`src/rtl/eth_tx_frame_arbiter.sv`:
```
// Frame-level arbiter: merges NUM_CH byte-wide AXI-Stream sources onto one TX stream.
// Whole frames are granted; the granted channel is passed through combinationally.
module eth_tx_frame_arbiter #(
    parameter int NUM_CH          = 3,
    parameter int CH_W            = $clog2(NUM_CH),
    parameter int PRIO_CH0        = 0,
    parameter int IFG_CYCLES      = 12,
    parameter int MAX_FRAME_BYTES = 1518,
    parameter int CNT_W           = 16
) (
    input  logic                  axi_clk,
    input  logic                  axi_rstn,
    input  logic [NUM_CH*8-1:0]   s_tdata,
    input  logic [NUM_CH-1:0]     s_tvalid,
    input  logic [NUM_CH-1:0]     s_tlast,
    input  logic [NUM_CH-1:0]     s_tuser,
    output logic [NUM_CH-1:0]     s_tready,
    output logic [7:0]            rgmii_tdata,
    output logic                  rgmii_tvalid,
    output logic                  rgmii_tlast,
    output logic                  rgmii_tuser,
    input  logic                  rgmii_tready,
    output logic [CH_W-1:0]       grant_ch,
    output logic                  busy,
    output logic [CNT_W-1:0]      frames_sent,
    output logic [CNT_W-1:0]      frames_trunc
);

    localparam int BC_W     = $clog2(MAX_FRAME_BYTES + 1);
    localparam int GAP_W    = (IFG_CYCLES > 1) ? $clog2(IFG_CYCLES) : 1;
    localparam int GAP_LAST = (IFG_CYCLES > 0) ? IFG_CYCLES - 1 : 0;

    typedef enum logic [1:0] {IDLE, SEND, FLUSH, GAP} state_t;

    localparam state_t END_STATE = (IFG_CYCLES == 0) ? IDLE : GAP;

    state_t             r_state;
    logic [CH_W-1:0]    r_rr_ptr;
    logic [CH_W-1:0]    r_grant_ch;
    logic [BC_W-1:0]    r_byte_cnt;
    logic [GAP_W-1:0]   r_gap_cnt;
    logic [CNT_W-1:0]   r_frames_sent;
    logic [CNT_W-1:0]   r_frames_trunc;

    logic [7:0]         w_ch_data [NUM_CH];
    logic [CH_W-1:0]    w_sel;
    logic [CH_W:0]      w_idx;
    logic               w_trunc;
    logic               w_g_valid;
    logic               w_g_last;
    logic               w_beat;

    generate
        for (genvar gi = 0; gi < NUM_CH; gi++) begin : g_unpack
            assign w_ch_data[gi] = s_tdata[gi*8 +: 8];
        end
    endgenerate

    // Scan downwards so the nearest valid channel after rr_ptr wins last.
    always_comb begin
        w_sel = r_rr_ptr;
        w_idx = '0;
        for (int k = NUM_CH; k >= 1; k--) begin
            w_idx = {1'b0, r_rr_ptr} + (CH_W+1)'(k);
            if (w_idx >= (CH_W+1)'(NUM_CH))
                w_idx = w_idx - (CH_W+1)'(NUM_CH);
            if (s_tvalid[w_idx[CH_W-1:0]] && !(PRIO_CH0 != 0 && w_idx == '0))
                w_sel = w_idx[CH_W-1:0];
        end
        if (PRIO_CH0 != 0 && s_tvalid[0])
            w_sel = '0;
    end

    assign w_g_valid = s_tvalid[r_grant_ch];
    assign w_g_last  = s_tlast[r_grant_ch];
    assign w_trunc   = (r_byte_cnt == BC_W'(MAX_FRAME_BYTES - 1));
    assign w_beat    = (r_state == SEND) && w_g_valid && rgmii_tready;

    always_comb begin
        s_tready     = '0;
        rgmii_tdata  = '0;
        rgmii_tvalid = 1'b0;
        rgmii_tlast  = 1'b0;
        rgmii_tuser  = 1'b0;
        case (r_state)
            SEND: begin
                rgmii_tdata            = w_ch_data[r_grant_ch];
                rgmii_tvalid           = w_g_valid;
                rgmii_tlast            = w_g_last | w_trunc;
                rgmii_tuser            = s_tuser[r_grant_ch] | (w_trunc & ~w_g_last);
                s_tready[r_grant_ch]   = rgmii_tready;
            end
            FLUSH: s_tready[r_grant_ch] = 1'b1;
            default: ;
        endcase
    end

    always_ff @(posedge axi_clk) begin
        if (!axi_rstn) begin
            r_state        <= IDLE;
            r_rr_ptr       <= CH_W'(NUM_CH - 1);
            r_grant_ch     <= '0;
            r_byte_cnt     <= '0;
            r_gap_cnt      <= '0;
            r_frames_sent  <= '0;
            r_frames_trunc <= '0;
        end else begin
            case (r_state)
                IDLE: begin
                    if (|s_tvalid) begin
                        r_grant_ch <= w_sel;
                        r_rr_ptr   <= w_sel;
                        r_state    <= SEND;
                    end
                end
                SEND: begin
                    if (w_beat) begin
                        if (w_g_last) begin
                            r_frames_sent <= r_frames_sent + 1'b1;
                            r_byte_cnt    <= '0;
                            r_state       <= END_STATE;
                        end else if (w_trunc) begin
                            r_frames_sent  <= r_frames_sent + 1'b1;
                            r_frames_trunc <= r_frames_trunc + 1'b1;
                            r_byte_cnt     <= '0;
                            r_state        <= FLUSH;
                        end else begin
                            r_byte_cnt <= r_byte_cnt + 1'b1;
                        end
                    end
                end
                // Remainder of a truncated frame is swallowed up to its tlast.
                FLUSH: begin
                    if (w_g_valid && w_g_last)
                        r_state <= END_STATE;
                end
                GAP: begin
                    if (r_gap_cnt == GAP_W'(GAP_LAST)) begin
                        r_gap_cnt <= '0;
                        r_state   <= IDLE;
                    end else begin
                        r_gap_cnt <= r_gap_cnt + 1'b1;
                    end
                end
                default: r_state <= IDLE;
            endcase
        end
    end

    assign grant_ch     = r_grant_ch;
    assign busy         = (r_state != IDLE);
    assign frames_sent  = r_frames_sent;
    assign frames_trunc = r_frames_trunc;

endmodule
```
`config.mk`:
```
export PLATFORM = sky130hd
export DESIGN_NAME = eth_tx_frame_arbiter
export DESIGN_NICKNAME = d
export VERILOG_FILES = /design/src/rtl/eth_tx_frame_arbiter.sv
export SDC_FILE = /design/constraint.sdc
export NUM_CORES = 1
export LEC_CHECK = 0
export ABC_AREA = 1
export BUFFER_PORTS_ARGS = -buffer_cell sky130_fd_sc_hd__buf_4
export CAP_MARGIN = 20
export CORE_MARGIN = 10
export CORE_UTILIZATION = 30
export DETAILED_ROUTE_END_ITERATION = 7
export PLACE_DENSITY_LB_ADDON = 0.15
export SYNTH_ARGS = -nofsm -noshare
export SYNTH_HDL_FRONTEND = slang
export SYNTH_SLANG_ARGS = --single-unit
```
`constraint.sdc`:
```
create_clock -name axi_clk -period 2.65 [get_ports axi_clk]
set_input_delay 0.53 -clock axi_clk [delete_from_list [all_inputs] [get_ports axi_clk]]
set_output_delay 0.53 -clock axi_clk [all_outputs]
set_load 0.01 [all_outputs]
```
==> results.toml, run 1 <==
[sta]
timing.final.crit_period_ns = 2.410
final.period_utilization_pct = 90.93
fmaxAchievable_mhz = 415.0
setup_violations = 0
totalNegativeSetupSlack_ns = 0
final.hold.worst_slack_ns = 0.4833
worstMarginPinSlew_ns = 0.5568
finClkSkew_ns = 0.006201
grt_setup_unrepaired = "false"
final-max-slew-violation-count = 0
max-slew-margin-rel_pct = 62.83
timing.final.hold_violations = 0

[die]
boundaryPins = 85
core_area_um2 = 10980
floorplan.initialDensity_pct = 31.09
chip_height_um = 126.7
die_width_um = 126.7
fp.dieArea_um2 = 16050
floorplan.rows = 38

[finish]
antenna_cells_inserted = 0
most_common_cell_after_layout_fill_and_taps_aside = "nand2_1"
layout_common_cells = "nand2_1 (154), buf_4 (89), inv_1 (60), nor2_1 (60), dfxtp_1 (52)"
area_growth_syn_to_layout_pct = 26.97
nNetsFinal = 665
number_of_filler_cells_placed_in_the_layout = 1166
fraction_of_layout_cells_with_a_size_suffix_above_1_pct = 18.02

[clocking]
cts_resized = 0
clk_pin_slew_ns = 0.06
ctsHtreeMaxLevel = 2
clock_tree_from_tritoncts = "done"
cts.repair_timing.setup_buffer_count = 0
clock_path_buffers = 2
cts.sink_count = 52
cts-root-buf = "clkbuf_16"
clk_latency_ns = 0.28
cts_hold_buffers = 0
cts_buffers = 5

[setup_path]
worst_setup_path_end_kind = "output pin"
startpoint_type = "flop"
path_max_fanout = 10
ff2ff_path_depth = 8
timing.reg2reg.setup_slack_ns = 0.53
setup.worst_path.class = "flop to output pin"
crit_required_ns = 2.12
timing.rr.start = "r_rr_ptr[0]$_SDFFE_PN0P_"
critPathArrivalTime_ns = 1.88
critPathLaunch = "r_rr_ptr[0]$_SDFFE_PN0P_"

[synthesis]
synth.yosys.seq_area_share_pct = 30.49
synth_edf_count = 0
postSynth.topFlopCell = "dfxtp_1"
synth.distinct_cells = 34
syn-num-nets = 582
ys_async_sr_fraction_pct = 0
synth.avg_cell_area_um2 = 6.406
syn-instance-count = 533
yosys_warnings = 0
synthesis.area_um2 = 3415
synth_seq_cells = 52

[global_routing]
grt_remaining_overflow = 0
groute.usage.overall_pct = 11.72
vias_in_the_first_global_route = 3325
grt_start_max_net_pins = 23
global_route_wire_length_before_repair_mm = 16.26
grt_antenna_before_repair = 0

[routing]
dr.pass1.iters = 4
dr_total_vias = 3523
finalWirelength_mm = 9.695
ant_nets = 0
wl_per_cell_um = 12.82
detail_route.iter0.violations = 212
routed_via_density = 4.660
post-route-drc-count = 0

[power]
power.leakage_nw = 1.883
power.density_cell_area_nw_per_um2 = 615.9
vdd_ir_drop_max_mv = 0.4023

[placed_design]
gp_congestion = 0.8418
place.port_buffers = 84
detailedPlacementHpwl_mm = 7.615

[outcome]
status = "complete, no violations"

[min_path]
timing.hold.worst.start = "r_gap_cnt[3]$_SDFFE_PN0N_"
hold_class = "flop to flop"
whs_path_depth = 1

[job]
max_cap_viol_count = 0
==> synthesized netlist by cell type (4+ instances only) <==
cell	n	area, µm²
buf_4	4	30.03
o21ai_0	13	65.06
nand3_1	42	210.2
a21oi_1	38	190.2
a22oi_1	10	75.07
nor2_1	60	225.2
inv_1	60	225.2
nor3_1	18	90.09
dfxtp_1	52	1041
nand2_1	154	578.1
ha_1	13	162.7
clkbuf_1	5	18.77
xor2_1	15	131.4
nand4_1	13	81.33
xnor2_1	6	52.55
==> layout make-up <==
type / count / area, µm² / share of cell area [%]
timing repair buffer: 89 / 668.1 / 15.41
clock buffer: 7 / 152.6 / 3.521
inverter: 64 / 247.7 / 5.714
sequential: 52 / 1041 / 24.01
tap: 140 / 175.2 / 4.040
multi-input combinational: 404 / 2051 / 47.30
==> report_power, final <==
group / switching (mW) / leakage, nW / total [mW] / internal [mW]
logic: 0.669 / 1.39 / 1.09 / 0.425
registers: 0.0726 / 0.420 / 0.901 / 0.828
clock network: 0.279 / 0.0760 / 0.676 / 0.397
==> final timing paths <==
| kind | endpoint |
|---|---|
| max reg2reg | r_byte_cnt[2]$_SDFFE_PN0P_ |
| max | rgmii_tlast |
| min | r_gap_cnt[3]$_SDFFE_PN0N_ |
| min reg2reg | r_gap_cnt[3]$_SDFFE_PN0N_ |
==> per-stage QoR <==
stage	std cells	setup WS [ns]	util, %	area, µm²	power [mW]
global route	756	0.08541	39.47	4335	2.892
finish	756	0.2403	39.47	4335	2.670
floorplan	533	0.8157	-	3415	1.661
CTS	756	0.2100	39.47	4335	2.705
global placement	749	0.5861	38.08	4183	2.015
detailed placement	749	0.5267	38.08	4183	2.020
==> registers in the layout, indices dropped and copies added, names as in the netlist <==
| name | count |
|---|---|
| r_rr_ptr | 2 |
| frames_trunc | 16 |
| r_byte_cnt | 11 |
| frames_sent | 16 |
| r_gap_cnt | 4 |
| r_state | 2 |
| grant_ch | 1 |
==> cells by family after synthesis <==
logic type	share of synthesized area (%)
buf+inv	9.454
xor+xnor	5.387
fa+ha+maj	4.764
compound gates	11.62
simple gates	38.29
flops	30.49
==> critical path, cell delays in order (launching register included) <==
cell and delay (ns):
dfxtp_1 0.67, nor2_4 0.15, nand2_1 0.12, inv_1 0.05, nor2_2 0.20, nand2_1 0.14
inv_1 0.07, nor2_1 0.04, buf_4 0.15
==> routing by layer <==
| metal | share of wire, % | global-route usage (%) |
|---|---|---|
| met1 | 46 | 14.46 |
| met2 | 51 | 20.81 |
| met5 | 0 | 0 |
| met4 | 0.25 | 1.741 |
| met3 | 2.9 | 2.374 |
Note: power is estimated with default switching activity, not from simulation.
==> run 2, diff against run 1 <==
--- a/config.mk
+++ b/config.mk
@@ -6,12 +6,12 @@
 export NUM_CORES = 1
 export LEC_CHECK = 0
 export ABC_AREA = 1
-export BUFFER_PORTS_ARGS = -buffer_cell sky130_fd_sc_hd__buf_4
+export BUFFER_PORTS_ARGS = -buffer_cell sky130_fd_sc_hd__buf_2
 export CAP_MARGIN = 20
 export CORE_MARGIN = 10
 export CORE_UTILIZATION = 30
 export DETAILED_ROUTE_END_ITERATION = 7
-export PLACE_DENSITY_LB_ADDON = 0.15
+export PLACE_DENSITY = 0.48
 export SYNTH_ARGS = -nofsm -noshare
 export SYNTH_HDL_FRONTEND = slang
 export SYNTH_SLANG_ARGS = --single-unit
==> run 2 against run 1 <==
Sequential power about the same. Highest routed layer unchanged. Combinational power down 6%. Fmax down 0.91%. Non-clock buffer count unchanged. Critical endpoint is now rgmii_tuser. Critical path type unchanged.
==> results.toml, run 2 (synthesis results as in run 1) <==
[power]
power_report.internal_total_mw = 1.634
combinationalPowerShare_pct = 38.4
clock_power_share_pct = 27.6
power.share.switching_pct = 38.46
p_sw_mw = 1.021
fin_total_pwr_mw = 2.655
share_seq_of_total_power_pct = 34.0
power.density_cell_area_nw_per_um2 = 640.8
vdd_ir_drop_max_mv = 0.3454
power.leakage_nw = 1.859

[setup_path]
critPathArrivalTime_ns = 1.90
timing.rr.start = "r_rr_ptr[0]$_SDFFE_PN0P_"
critical-path-slowest-cell = "dfxtp_1"
startpoint_type = "flop"
critPathLaunch = "r_rr_ptr[0]$_SDFFE_PN0P_"
path_max_fanout = 10
crit_required_ns = 2.12
timing.critical_path.cells = "inv_4 > nor2_2 > a22oi_1 > a31oi_1 > buf_2"
setup.worst_path.class = "flop to output pin"
worst_setup_path_end_kind = "output pin"
crit_path_max_incr_delay_ns = 0.66

[routing]
dr.pass1.iters = 4
dr_total_vias = 3467
post-route-drc-count = 0
ant_nets = 0
routed_via_density = 4.580
finalWirelength_mm = 9.641
wl_per_cell_um = 12.74
detail_route.iter0.violations = 195

[sta]
setup_violations = 0
final-max-slew-violation-count = 0
fmaxAchievable_mhz = 411.2
finClkSkew_ns = 0.006760
totalNegativeSetupSlack_ns = 0
final.period_utilization_pct = 91.77
grt_setup_unrepaired = "false"
worstMarginPinSlew_ns = 0.5421
timing.final.crit_period_ns = 2.432
timing.final.hold_violations = 0
max-slew-margin-rel_pct = 63.81

[clocking]
cts-root-buf = "clkbuf_16"
cts_resized = 0
cts_buffers = 5
cts.repair_timing.setup_buffer_count = 0
clk_pin_slew_ns = 0.07
cts_hold_buffers = 0
clock_tree_from_tritoncts = "done"
clk_latency_ns = 0.29
ctsHtreeMaxLevel = 2
cts.sink_count = 52
clock_path_buffers = 2

[global_routing]
grt_antenna_before_repair = 0
grt_remaining_overflow = 0
groute.usage.overall_pct = 11.73
global_route_wire_length_before_repair_mm = 16.34
vias_in_the_first_global_route = 3362
grt_start_max_net_pins = 20

[outcome]
status = "complete, no violations"

[finish]
multi_input_area_um2 = 2053
most_common_cell_after_layout_fill_and_taps_aside = "nand2_1"
number_of_filler_cells_placed_in_the_layout = 1239
area.sequential_um2 = 1041
area_growth_syn_to_layout_pct = 21.33
antenna_cells_inserted = 0
layout_common_cells = "nand2_1 (154), buf_2 (84), inv_1 (60)"
fraction_of_layout_cells_with_a_size_suffix_above_1_pct = 18.31
final_util_pct = 37.72
nNetsFinal = 665
non_filler_instances = 757

[placed_design]
detailedPlacementHpwl_mm = 7.624
post-place-cells = 749
place.port_buffers = 84
gp_congestion = 0.8165

[die]
die_width_um = 126.7
core_area_um2 = 10980
fp.dieArea_um2 = 16050
chip_height_um = 126.7
boundaryPins = 85
floorplan.initialDensity_pct = 31.09
floorplan.rows = 38

[job]
max_cap_viol_count = 0

[min_path]
hold_class = "flop to flop"
timing.hold.worst.start = "r_gap_cnt[3]$_SDFFE_PN0N_"
run 2: cell types whose count changed in the layout (fill, tap and decap cells not counted):
| cell | before | now |
|---|---|---|
| clkbuf_8 | 2 | 0 |
| buf_4 | 89 | 5 |
| clkinvlp_4 | 0 | 1 |
| buf_2 | 0 | 84 |
| nor2_2 | 2 | 3 |
| clkinv_2 | 0 | 1 |
| bufinv_16 | 0 | 1 |
| nor2_1 | 60 | 59 |
run 2: worst paths after layout:
| path | end | slack, ns | cells past startpoint |
|---|---|---|---|
| setup reg to reg | r_rr_ptr[0]$_SDFFE_PN0P_ | 0.48 | 10 |
| setup / recovery | rgmii_tuser | 0.22 | 5 |
| hold / removal | r_gap_cnt[3]$_SDFFE_PN0N_ | 0.47 | 1 |
| hold reg to reg | r_gap_cnt[3]$_SDFFE_PN0N_ | 0.47 | 1 |
run 2: critical path: cells and delay by family (launching register included):
family,cells,cell delay [ns]
AO/OA/AOI/OAI,2,0.31
AND/OR/NAND/NOR,1,0.36
buffers and inverters,2,0.29
flip-flops,1,0.66
run 2: layer usage:
layer	track usage, %	wire length, µm
met5	0	0
met4	2.009	53
met3	2.582	366
met2	20.81	4809
met1	14.26	4411
run 2: final cells by class:
cell class / count / share of cell area [%]
timing repair buffer: 89 / 11.05
clock inverter: 3 / 1.027
tap: 140 / 4.228
inverter: 64 / 5.980
sequential: 52 / 25.13
multi-input combinational: 404 / 49.56
clock buffer: 5 / 3.020
run 2: through the flow:
step / worst slack (ns) / hold slack, ns / cell area [µm²]
2_1_floorplan: 0.8157 / 0.4392 / 3415
3_3_place_gp: 0.4451 / 0.4588 / 3973
3_5_place_dp: 0.3511 / 0.4617 / 3973
4_1_cts: 0.03543 / 0.4746 / 4140
5_1_grt: 0.09061 / 0.5157 / 4143
6_report: 0.2182 / 0.4723 / 4143
run 2: power groups by stage:
stage | Sequential [mW] | Combinational, mW | Clock, mW
after floorplan | 0.880 | 0.780 | 0
after global placement | 0.917 | 1.02 | 0
after detailed placement | 0.919 | 1.03 | 0
after CTS | 0.901 | 1.03 | 0.770
after global routing | 0.911 | 1.16 | 0.792
final | 0.901 | 1.02 | 0.733
==> run 3, diff against run 2 <==
--- a/config.mk
+++ b/config.mk
@@ -11,7 +11,7 @@
 export CORE_MARGIN = 10
 export CORE_UTILIZATION = 30
 export DETAILED_ROUTE_END_ITERATION = 7
-export PLACE_DENSITY = 0.48
+export GPL_TIMING_DRIVEN = 0
 export SYNTH_ARGS = -nofsm -noshare
 export SYNTH_HDL_FRONTEND = slang
 export SYNTH_SLANG_ARGS = --single-unit
==> run 3 against run 2 <==
Non-clock buffer count increased by 8. Worst setup slack got worse by 0.037 ns. Final area increased by 0.27%. Global-route usage decreased by 0.25 points. Die area unchanged. Sequential share of layout area decreased by 0.068 points.
==> results.toml, run 3 (synthesis results as in run 1) <==
[die]
floorplan.initialDensity_pct = 31.09
chip_height_um = 126.7
boundaryPins = 85
core_area_um2 = 10980
die_width_um = 126.7
floorplan.rows = 38
fp.dieArea_um2 = 16050

[clocking]
clock_path_buffers = 2
cts-root-buf = "clkbuf_16"
cts.sink_count = 52
cts.repair_timing.setup_buffer_count = 0
ctsHtreeMaxLevel = 2
clk_pin_slew_ns = 0.07
cts_buffers = 5
cts_resized = 0
cts_hold_buffers = 0
clk_latency_ns = 0.29
clock_tree_from_tritoncts = "done"

[placed_design]
gp_congestion = 0.8659
detailedPlacementHpwl_mm = 7.729
placement.cell_area_um2 = 4010
place.port_buffers = 84

[finish]
nNetsFinal = 673
most_common_cell_after_layout_fill_and_taps_aside = "nand2_1"
fraction_of_layout_cells_with_a_size_suffix_above_1_pct = 18.40
final_area_um2 = 4154
multi_input_area_um2 = 2051
layout_common_cells = "nand2_1 (154), buf_2 (87), inv_1 (60), nor2_1 (60), dfxtp_1 (52)"
antenna_cells_inserted = 0
area_growth_syn_to_layout_pct = 21.66
area.sequential_um2 = 1041
final_util_pct = 37.82
number_of_filler_cells_placed_in_the_layout = 1167

[setup_path]
crit_required_ns = 2.12
path_max_fanout = 10
worst_setup_path_end_kind = "output pin"
setup.worst_path.class = "flop to output pin"
startpoint_type = "flop"
timing.reg2reg.setup_slack_ns = 0.35
critPathArrivalTime_ns = 1.94

[routing]
wl_per_cell_um = 12.51
post-route-drc-count = 0
ant_nets = 0
routed_via_density = 4.672
dr.pass1.iters = 4
finalWirelength_mm = 9.573
detail_route.iter0.violations = 195
dr_total_vias = 3574

[sta]
timing.final.hold_violations = 0
final-max-slew-violation-count = 0
final.period_utilization_pct = 93.16
fmaxAchievable_mhz = 405.0
grt_setup_unrepaired = "false"
max-slew-margin-rel_pct = 59.62
timing.final.crit_period_ns = 2.469
setup_violations = 0
totalNegativeSetupSlack_ns = 0
finClkSkew_ns = 0.006734
worstMarginPinSlew_ns = 0.6034

[global_routing]
groute.usage.overall_pct = 11.48
global_route_wire_length_before_repair_mm = 16.10
grt_antenna_before_repair = 0
vias_in_the_first_global_route = 3427
grt_remaining_overflow = 0
grt_start_max_net_pins = 17

[power]
power.density_cell_area_nw_per_um2 = 617.8
power.leakage_nw = 1.871
vdd_ir_drop_max_mv = 0.2457

[outcome]
status = "complete, no violations"

[job]
max_cap_viol_count = 0

[min_path]
hold_class = "flop to flop"
run 3: cell types whose count changed in the layout (fill, tap and decap cells not counted), sizes merged:
| cell | before | now |
|---|---|---|
| buf | 89 | 92 |
| clkinv | 2 | 4 |
| clkbuf | 5 | 10 |
| clkinvlp | 1 | 0 |
| bufinv | 1 | 0 |
run 3: area by class of cell:
cell class | instances | area share, %
multi-input cells | 404 | 49.37
flip-flops and latches | 52 | 25.06
repair buffers | 84 | 10.12
inverters | 64 | 5.964
well taps | 140 | 4.217
clock buffers | 5 | 3.012
plain buffers | 13 | 1.807
clock inverters | 3 | 0.4518
run 3: through the flow:
stage	hold WS, ns	setup WS [ns]	total power, mW	instances
after floorplan	0.4392	0.8157	1.661	533
after global placement	0.4543	0.3316	1.930	757
after detailed placement	0.4627	0.2910	1.961	757
after CTS	0.4777	0.1559	2.608	765
after global routing	0.4831	0.01869	2.777	765
final	0.4887	0.1811	2.566	765
run 3: power by group:
group / leakage, nW / switching, mW / internal [mW]
clock network: 0.0736 / 0.283 / 0.348
logic: 1.38 / 0.692 / 0.373
registers: 0.420 / 0.0423 / 0.828
run 3: worst paths after layout:
check             depth (start not counted)                 startpoint                             to
setup / recovery                          6   r_rr_ptr[0]$_SDFFE_PN0P_                    rgmii_tuser
hold / removal                            1  r_gap_cnt[3]$_SDFFE_PN0N_      r_gap_cnt[3]$_SDFFE_PN0N_
setup reg to reg                          9    r_state[1]$_SDFFE_PN0P_  frames_trunc[15]$_SDFFE_PN0P_
hold reg to reg                           1  r_gap_cnt[3]$_SDFFE_PN0N_      r_gap_cnt[3]$_SDFFE_PN0N_
run 3: layer usage:
metal | GRT usage, % | vias up | share of wire [%]
met5 | 0 | - | 0
met4 | 2.947 | 0 | 1.9
met3 | 1.999 | 18 | 3.0
met2 | 20.60 | 52 | 50
met1 | 13.72 | 1588 | 45
li1 | - | 1916 | -
run 3: worst max-delay path, cell delays in order, from the launching register on:
cell	delay, ns
dfxtp_1	0.37
buf_4	0.22
inv_4	0.09
nor2_1	0.48
a22oi_1	0.13
a31oi_1	0.21
buf_2	0.16
